$ cat src/rtl/seg7_scan_driver.sv
// Multiplexed common-anode seven-segment driver with double-buffered value,
// leading-zero blanking and floating minus. Optional hex glyphs: SEG7_HEX_EN.
module seg7_scan_driver #(
  parameter int unsigned DIGITS      = 4,
  parameter int unsigned REFRESH_DIV = 100000
) (
  input  logic                  clk,
  input  logic                  rst_n,
  input  logic                  load,
  input  logic [4*DIGITS-1:0]   digits_in,
  input  logic                  neg_in,
  input  logic                  blank_en,
  output logic [6:0]            seg,
  output logic [DIGITS-1:0]     an,
  output logic                  pending,
  output logic                  frame_tick
);

  localparam int unsigned IDXW = $clog2(DIGITS);
  localparam int unsigned PCW  = (REFRESH_DIV > 1) ? $clog2(REFRESH_DIV) : 1;

  localparam logic [6:0] GLYPH_MINUS = 7'b0111111;
  localparam logic [6:0] GLYPH_BLANK = 7'b1111111;

  logic [PCW-1:0]       pc_q, pc_d;
  logic [IDXW-1:0]      idx_q, idx_d;
  logic [4*DIGITS-1:0]  sh_dig_q, sh_dig_d;
  logic                 sh_neg_q, sh_neg_d;
  logic                 sh_blank_q, sh_blank_d;
  logic [4*DIGITS-1:0]  act_dig_q, act_dig_d;
  logic                 act_neg_q, act_neg_d;
  logic                 act_blank_q, act_blank_d;
  logic                 pending_q, pending_d;
  logic                 wrap_q, wrap_d;
  logic                 frame_tick_q, frame_tick_d;
  logic [6:0]           seg_q, seg_d;
  logic [DIGITS-1:0]    an_q, an_d;

  logic                 pc_term;
  logic [IDXW-1:0]      k_c;
  logic [3:0]           cur_nib;
  logic                 nonzero;
  logic                 show_minus;

  function automatic logic [6:0] glyph(input logic [3:0] n);
    logic [6:0] g;
    g = GLYPH_BLANK;
    case (n)
      4'h0: g = 7'b1000000;
      4'h1: g = 7'b1111001;
      4'h2: g = 7'b0100100;
      4'h3: g = 7'b0110000;
      4'h4: g = 7'b0011001;
      4'h5: g = 7'b0010010;
      4'h6: g = 7'b0000010;
      4'h7: g = 7'b1111000;
      4'h8: g = 7'b0000000;
      4'h9: g = 7'b0010000;
`ifdef SEG7_HEX_EN
      4'hA: g = 7'b0001000;
      4'hB: g = 7'b0000011;
      4'hC: g = 7'b1000110;
      4'hD: g = 7'b0100001;
      4'hE: g = 7'b0000110;
      4'hF: g = 7'b0001110;
`endif
      default: g = GLYPH_BLANK;
    endcase
    return g;
  endfunction

  // Scan timing, double buffer and commit
  always_comb begin
    pc_term     = (pc_q == PCW'(REFRESH_DIV - 1));
    pc_d        = pc_term ? '0 : pc_q + PCW'(1);
    idx_d       = idx_q;
    wrap_d      = pc_term && (idx_q == IDXW'(DIGITS - 1));
    if (pc_term) begin
      idx_d = (idx_q == IDXW'(DIGITS - 1)) ? '0 : idx_q + IDXW'(1);
    end
    frame_tick_d = wrap_q;

    // On a wrap+load collision the old shadow commits while the new value
    // lands in the shadow, so pending stays set.
    act_dig_d   = wrap_d ? sh_dig_q   : act_dig_q;
    act_neg_d   = wrap_d ? sh_neg_q   : act_neg_q;
    act_blank_d = wrap_d ? sh_blank_q : act_blank_q;
    sh_dig_d    = load ? digits_in : sh_dig_q;
    sh_neg_d    = load ? neg_in    : sh_neg_q;
    sh_blank_d  = load ? blank_en  : sh_blank_q;
    pending_d   = load ? 1'b1 : (wrap_d ? 1'b0 : pending_q);
  end

  // Glyph selection for the position currently being scanned
  always_comb begin
    k_c     = '0;
    cur_nib = '0;
    for (int unsigned i = 0; i < DIGITS; i++) begin
      if (act_dig_q[4*i +: 4] != 4'd0) k_c = IDXW'(i);
      if (IDXW'(i) == idx_q) cur_nib = act_dig_q[4*i +: 4];
    end
    nonzero    = |act_dig_q;
    show_minus = 1'b0;
    if (act_neg_q && nonzero) begin
      if (act_blank_q) begin
        show_minus = (({1'b0, k_c} + 1'b1) == {1'b0, idx_q});
      end else begin
        show_minus = (idx_q == IDXW'(DIGITS - 1)) &&
                     (act_dig_q[4*DIGITS-1 -: 4] == 4'd0);
      end
    end

    if (show_minus) begin
      seg_d = GLYPH_MINUS;
    end else if (act_blank_q && (idx_q > k_c)) begin
      seg_d = GLYPH_BLANK;
    end else begin
      seg_d = glyph(cur_nib);
    end
    an_d = ~(DIGITS'(1) << idx_q);
  end

  always_ff @(posedge clk) begin
    if (!rst_n) begin
      pc_q         <= '0;
      idx_q        <= '0;
      sh_dig_q     <= '0;
      sh_neg_q     <= 1'b0;
      sh_blank_q   <= 1'b0;
      act_dig_q    <= '0;
      act_neg_q    <= 1'b0;
      act_blank_q  <= 1'b0;
      pending_q    <= 1'b0;
      wrap_q       <= 1'b0;
      frame_tick_q <= 1'b0;
      seg_q        <= '1;
      an_q         <= '1;
    end else begin
      pc_q         <= pc_d;
      idx_q        <= idx_d;
      sh_dig_q     <= sh_dig_d;
      sh_neg_q     <= sh_neg_d;
      sh_blank_q   <= sh_blank_d;
      act_dig_q    <= act_dig_d;
      act_neg_q    <= act_neg_d;
      act_blank_q  <= act_blank_d;
      pending_q    <= pending_d;
      wrap_q       <= wrap_d;
      frame_tick_q <= frame_tick_d;
      seg_q        <= seg_d;
      an_q         <= an_d;
    end
  end

  assign seg        = seg_q;
  assign an         = an_q;
  assign pending    = pending_q;
  assign frame_tick = frame_tick_q;

endmodule
$ cat config.mk
export PLATFORM = sky130hd
export DESIGN_NAME = seg7_scan_driver
export DESIGN_NICKNAME = d
export VERILOG_FILES = /design/src/rtl/seg7_scan_driver.sv
export SDC_FILE = /design/constraint.sdc
export NUM_CORES = 1
export LEC_CHECK = 0
export CORE_MARGIN = 4
export CORE_UTILIZATION = 55
export CTS_CLUSTER_SIZE = 20
export DETAILED_ROUTE_END_ITERATION = 7
export GPL_TIMING_DRIVEN = 0
export HOLD_SLACK_MARGIN = 0.02
export MAX_ROUTING_LAYER = met4
export PLACE_DENSITY = 0.86
export SETUP_SLACK_MARGIN = 0.15
export SLEW_MARGIN = 5
export SYNTH_ARGS = -nofsm -noshare
export SYNTH_HDL_FRONTEND = slang
export SYNTH_SLANG_ARGS = --single-unit
$ cat constraint.sdc
create_clock -name clk -period 3.1 [get_ports clk]
set_input_delay 0.31 -clock clk [delete_from_list [all_inputs] [get_ports clk]]
set_output_delay 0.31 -clock clk [all_outputs]
set_load 0.005 [all_outputs]
==> flow_summary_export.csv, run 1 <==
group,metric,value,unit
setup_path,path_cells,"inv_1 -> ha_1 -> nand3b_1 -> a221oi_1 -> inv_1 -> ha_1 -> inv_1 -> mux2i_1 -> o21ai_0",
floorplan,die_h,83.7,um
floorplan,rows,27,
pwr,finalPower,1.84,mW
floorplan,initial_core_util,56.9,%
layout,most-common-layout-cells,"dfxtp_1, nand2_1, clkdlybuf4s50_1, mux2i_1, nor2b_1",
sta,drv_slew,0,
clock_tree,cts_setup_buffers,0,
grt,grt_pass1_vias,2326,
floorplan,dieArea,0.00701,mm2
setup_path,cp_num_buf_inv,3,
layout,drive_gt1_share,11.7,%
drt,dr.pass1.iters,4,
yosys,syn_nets,369,
layout,finalNetCount,412,
yosys,syn_area,0.00315,mm2
clock_tree,h-tree-depth,3,
drt,top_layer_used,"met4",
sta,clock.fmax,376,MHz
clock_tree,path_clk_slew,0.07,ns
setup_path,cp_slowest_stage_delay,0.64,ns
sta,clock_skew,0.0107,ns
clock_tree,root_buffer,"clkbuf_8",
layout,area_growth,20.2,%
placed_design,io_buffers,32,
setup_path,crit_family,"compound AO/OA/AOI/OAI gates",
floorplan,core,0.00554,mm2
placed_design,place_congestion,0.866,
clock_tree,numCtsBuffers,9,
clock_tree,worstSkewPairLatency,0.35,ns
sta,finalSetupTns,0,ns
setup_path,crit_top_cell,"inv_1",
status,outcome,"finished, final reports clean",
drt,vias,2399,
setup_path,endpoint_kind,"register",
clock_tree,cts.path.max_buffers,2,
drt,route.met3.wl,262,um
drt,drcViolationCount,0,
yosys,postSynthAreaPerCell,9.42,um2
setup_path,start_kind,"register",
drt,vias_per_cell,5.27,
drt,wl_met1,2730,um
floorplan,die_w,83.7,um
sta,timing.final.crit_share,85.7,%
sta,relSlewSlack,49.0,%
clock_tree,cts_hold_buf,0,
sta,rsz0062_at_grt,"false",
sta,setup_viol,0,
min_path,hold_path_class,"in2reg",
grt,antenna_found_initial,0,
layout,diodes,0,
sta,worstMarginPinSlew,0.763,ns
pwr,leakagePower,1.42,nW
grt,grt_start_max_net_pins,12,
grt,grt_usage,17.8,%
setup_path,worst_ep_required_time,3.30,ns
yosys,yosys_warnings,0,
clock_tree,cts_resized,0,
sta,layout_min_cycle_time,2.66,ns
grt,grt_overflow,0,
grt,grt_pass1_wl,9970,um
drt,drtAntennaViolNets,0,
setup_path,crit_fanout,9,
yosys,syn_inst,335,
yosys,ys_ff_latch,69,
pwr,vdd_drop_max,0.353,mV
clock_tree,tritoncts,"done",
run,drv_cap,0,
drt,met2_length,2830,um
drt,drt-total-wl,5950,um
drt,wl_per_cell,13.1,um
layout,final_common_cell,"dfxtp_1",
clock_tree,cts.sinks,69,
setup_path,crit_arrival,2.86,ns
floorplan,io_pins,34,
yosys,synth.yosys.seq_area_share,43.8,%
sta,hold_viol,0,
pwr,powerDensity,486,mW/mm2
setup_path,cpMaxStageDelayCell,"a221oi_1",
placed_design,hpwl,4300,um
drt,drt_iter0_markers,103,
yosys,synth.distinct_cells,43,
setup_path,worstSetupPathType,"reg2reg",
==> registers in the layout, indices dropped and copies added (netlist names) <==
name	flops
an	4
pc_q	17
act_blank_q	1
pending	1
frame_tick_d	1
act_neg_q	1
sh_blank_q	1
act_dig_q	16
seg	7
sh_dig_q	16
sh_neg_q	1
idx_q	2
frame_tick	1
==> final cells by class <==
| cell class | instances | area (um2) |
|---|---|---|
| tap | 72 | 90.1 |
| clock buffer | 13 | 159 |
| buffer | 15 | 81.3 |
| sequential | 69 | 1380 |
| inverter | 17 | 63.8 |
| fill | 460 | 1750 |
| timing repair buffer | 32 | 320 |
| clock inverter | 3 | 67.6 |
| multi-input combinational | 234 | 1630 |
==> where the power goes <==
| group | internal, mW | leakage, nW | total (mW) | switching (mW) |
|---|---|---|---|---|
| logic | 0.0594 | 0.744 | 0.0961 | 0.0368 |
| clock network | 0.498 | 0.110 | 0.825 | 0.327 |
| registers | 0.909 | 0.563 | 0.923 | 0.0134 |
| total | 1.47 | 1.42 | 1.84 | 0.378 |
==> cell families (layout without fill, tap and decap cells) <==
| logic type | Yosys count | count (layout) | synth area share [%] |
|---|---|---|---|
| AOI/OAI and AO/OA | 48 | 48 | 12.0 |
| xor gates and xnor gates | 13 | 13 | 3.61 |
| adders and majority gates | 13 | 13 | 5.16 |
| buffers and inverters | 32 | 80 | 4.60 |
| DFF | 69 | 69 | 43.8 |
| muxes | 23 | 23 | 7.30 |
| and+or+nand+nor | 137 | 137 | 23.6 |
==> per-stage QoR <==
step / setup WS (ns) / std cells / instance area [um2] / utilization, % / hold WS, ns
after floorplan: 0.894 / 335 / 3150 / - / 0.412
after global placement: 0.612 / 439 / 3560 / 64.3 / 0.419
after detailed placement: 0.448 / 439 / 3560 / 64.3 / 0.418
after CTS: 0.437 / 455 / 3790 / 68.4 / 0.421
after global routing: 0.215 / 455 / 3790 / 68.4 / 0.439
final: 0.442 / 455 / 3790 / 68.4 / 0.427
==> worst reg2reg max path, stage by stage, from the launching register on <==
cell and delay [ns]:
dfxtp_1 0.44, inv_1 0.12, ha_1 0.31, nand3b_1 0.22, a221oi_1 0.65, inv_1 0.19, ha_1 0.35, inv_1 0.04
mux2i_1 0.12, o21ai_0 0.08
==> routing by layer <==
metal  track usage (%)  vias up
li1                  -     1219
met1              20.7     1114
met2              28.8       52
met3              5.33       14
met4              7.02        0
met5                 -        -
==> final timing paths <==
check                                   from      endpoint  slack (ns)  cells past startpoint
worst max-delay path                idx_q[1]        seg[3]        0.44                      9
worst max register to register      idx_q[1]        seg[3]        0.44                      9
worst min register to register  frame_tick_d    frame_tick        0.43                      1
worst min-delay path                    load  sh_dig_q[15]        0.43                      3
==> synth_stat cells, drive strengths merged <==
library cell	number	area, um2
a211oi	5	42.5
a21boi	18	173
a21oi	7	35.0
a221o	1	10.0
a221oi	2	23.8
a2bb2oi	1	8.76
a311oi	1	8.76
a32oi	1	8.76
and2	5	31.3
and3	3	18.8
buf	8	55.0
clkbuf	7	26.3
dfxtp	69	1380
ha	13	163
inv	17	63.8
mux2i	23	230
nand2	51	216
nand2b	2	12.5
nand3	4	20.0
nand3b	4	30.0
nand4	2	12.5
nand4bb	2	22.5
nor2	19	71.3
nor2b	22	138
nor3	4	20.0
nor3b	6	45.0
nor4	6	52.6
o211ai	1	7.51
o21a	2	15.0
o21ai	9	45.0
or3	5	31.3
or4	1	7.51
or4b	1	13.8
xnor2	10	87.6
xor2	3	26.3
Power figures use the tool's default switching activity.
==> run 2, diff against run 1 <==
==> constraint.sdc (replaced) <==
create_clock -name clk -period 3.1 [get_ports clk]
set_input_delay 0.465 -clock clk [delete_from_list [all_inputs] [get_ports clk]]
set_output_delay 0.465 -clock clk [all_outputs]
set_load 0.005 [all_outputs]
==> results of run 2 <==
Same layout as run 1 (identical final DEF). Status: finished, final reports clean.
Among the figures that moved: hold slack 0.427 ns -> 0.432 ns; end point of the worst hold path sh_dig_q[15] -> frame_tick
==> run 3, diff against run 2 <==
--- a/config.mk
+++ b/config.mk
@@ -7,7 +7,6 @@
 export LEC_CHECK = 0
 export CORE_MARGIN = 4
 export CORE_UTILIZATION = 55
-export CTS_CLUSTER_SIZE = 20
 export DETAILED_ROUTE_END_ITERATION = 7
 export GPL_TIMING_DRIVEN = 0
 export HOLD_SLACK_MARGIN = 0.02
==> results of run 3 <==
Same layout as run 1 (identical final DEF). Status: finished, final reports clean.
Among the figures that moved: hold slack 0.427 ns -> 0.432 ns; end point of the worst hold path sh_dig_q[15] -> frame_tick
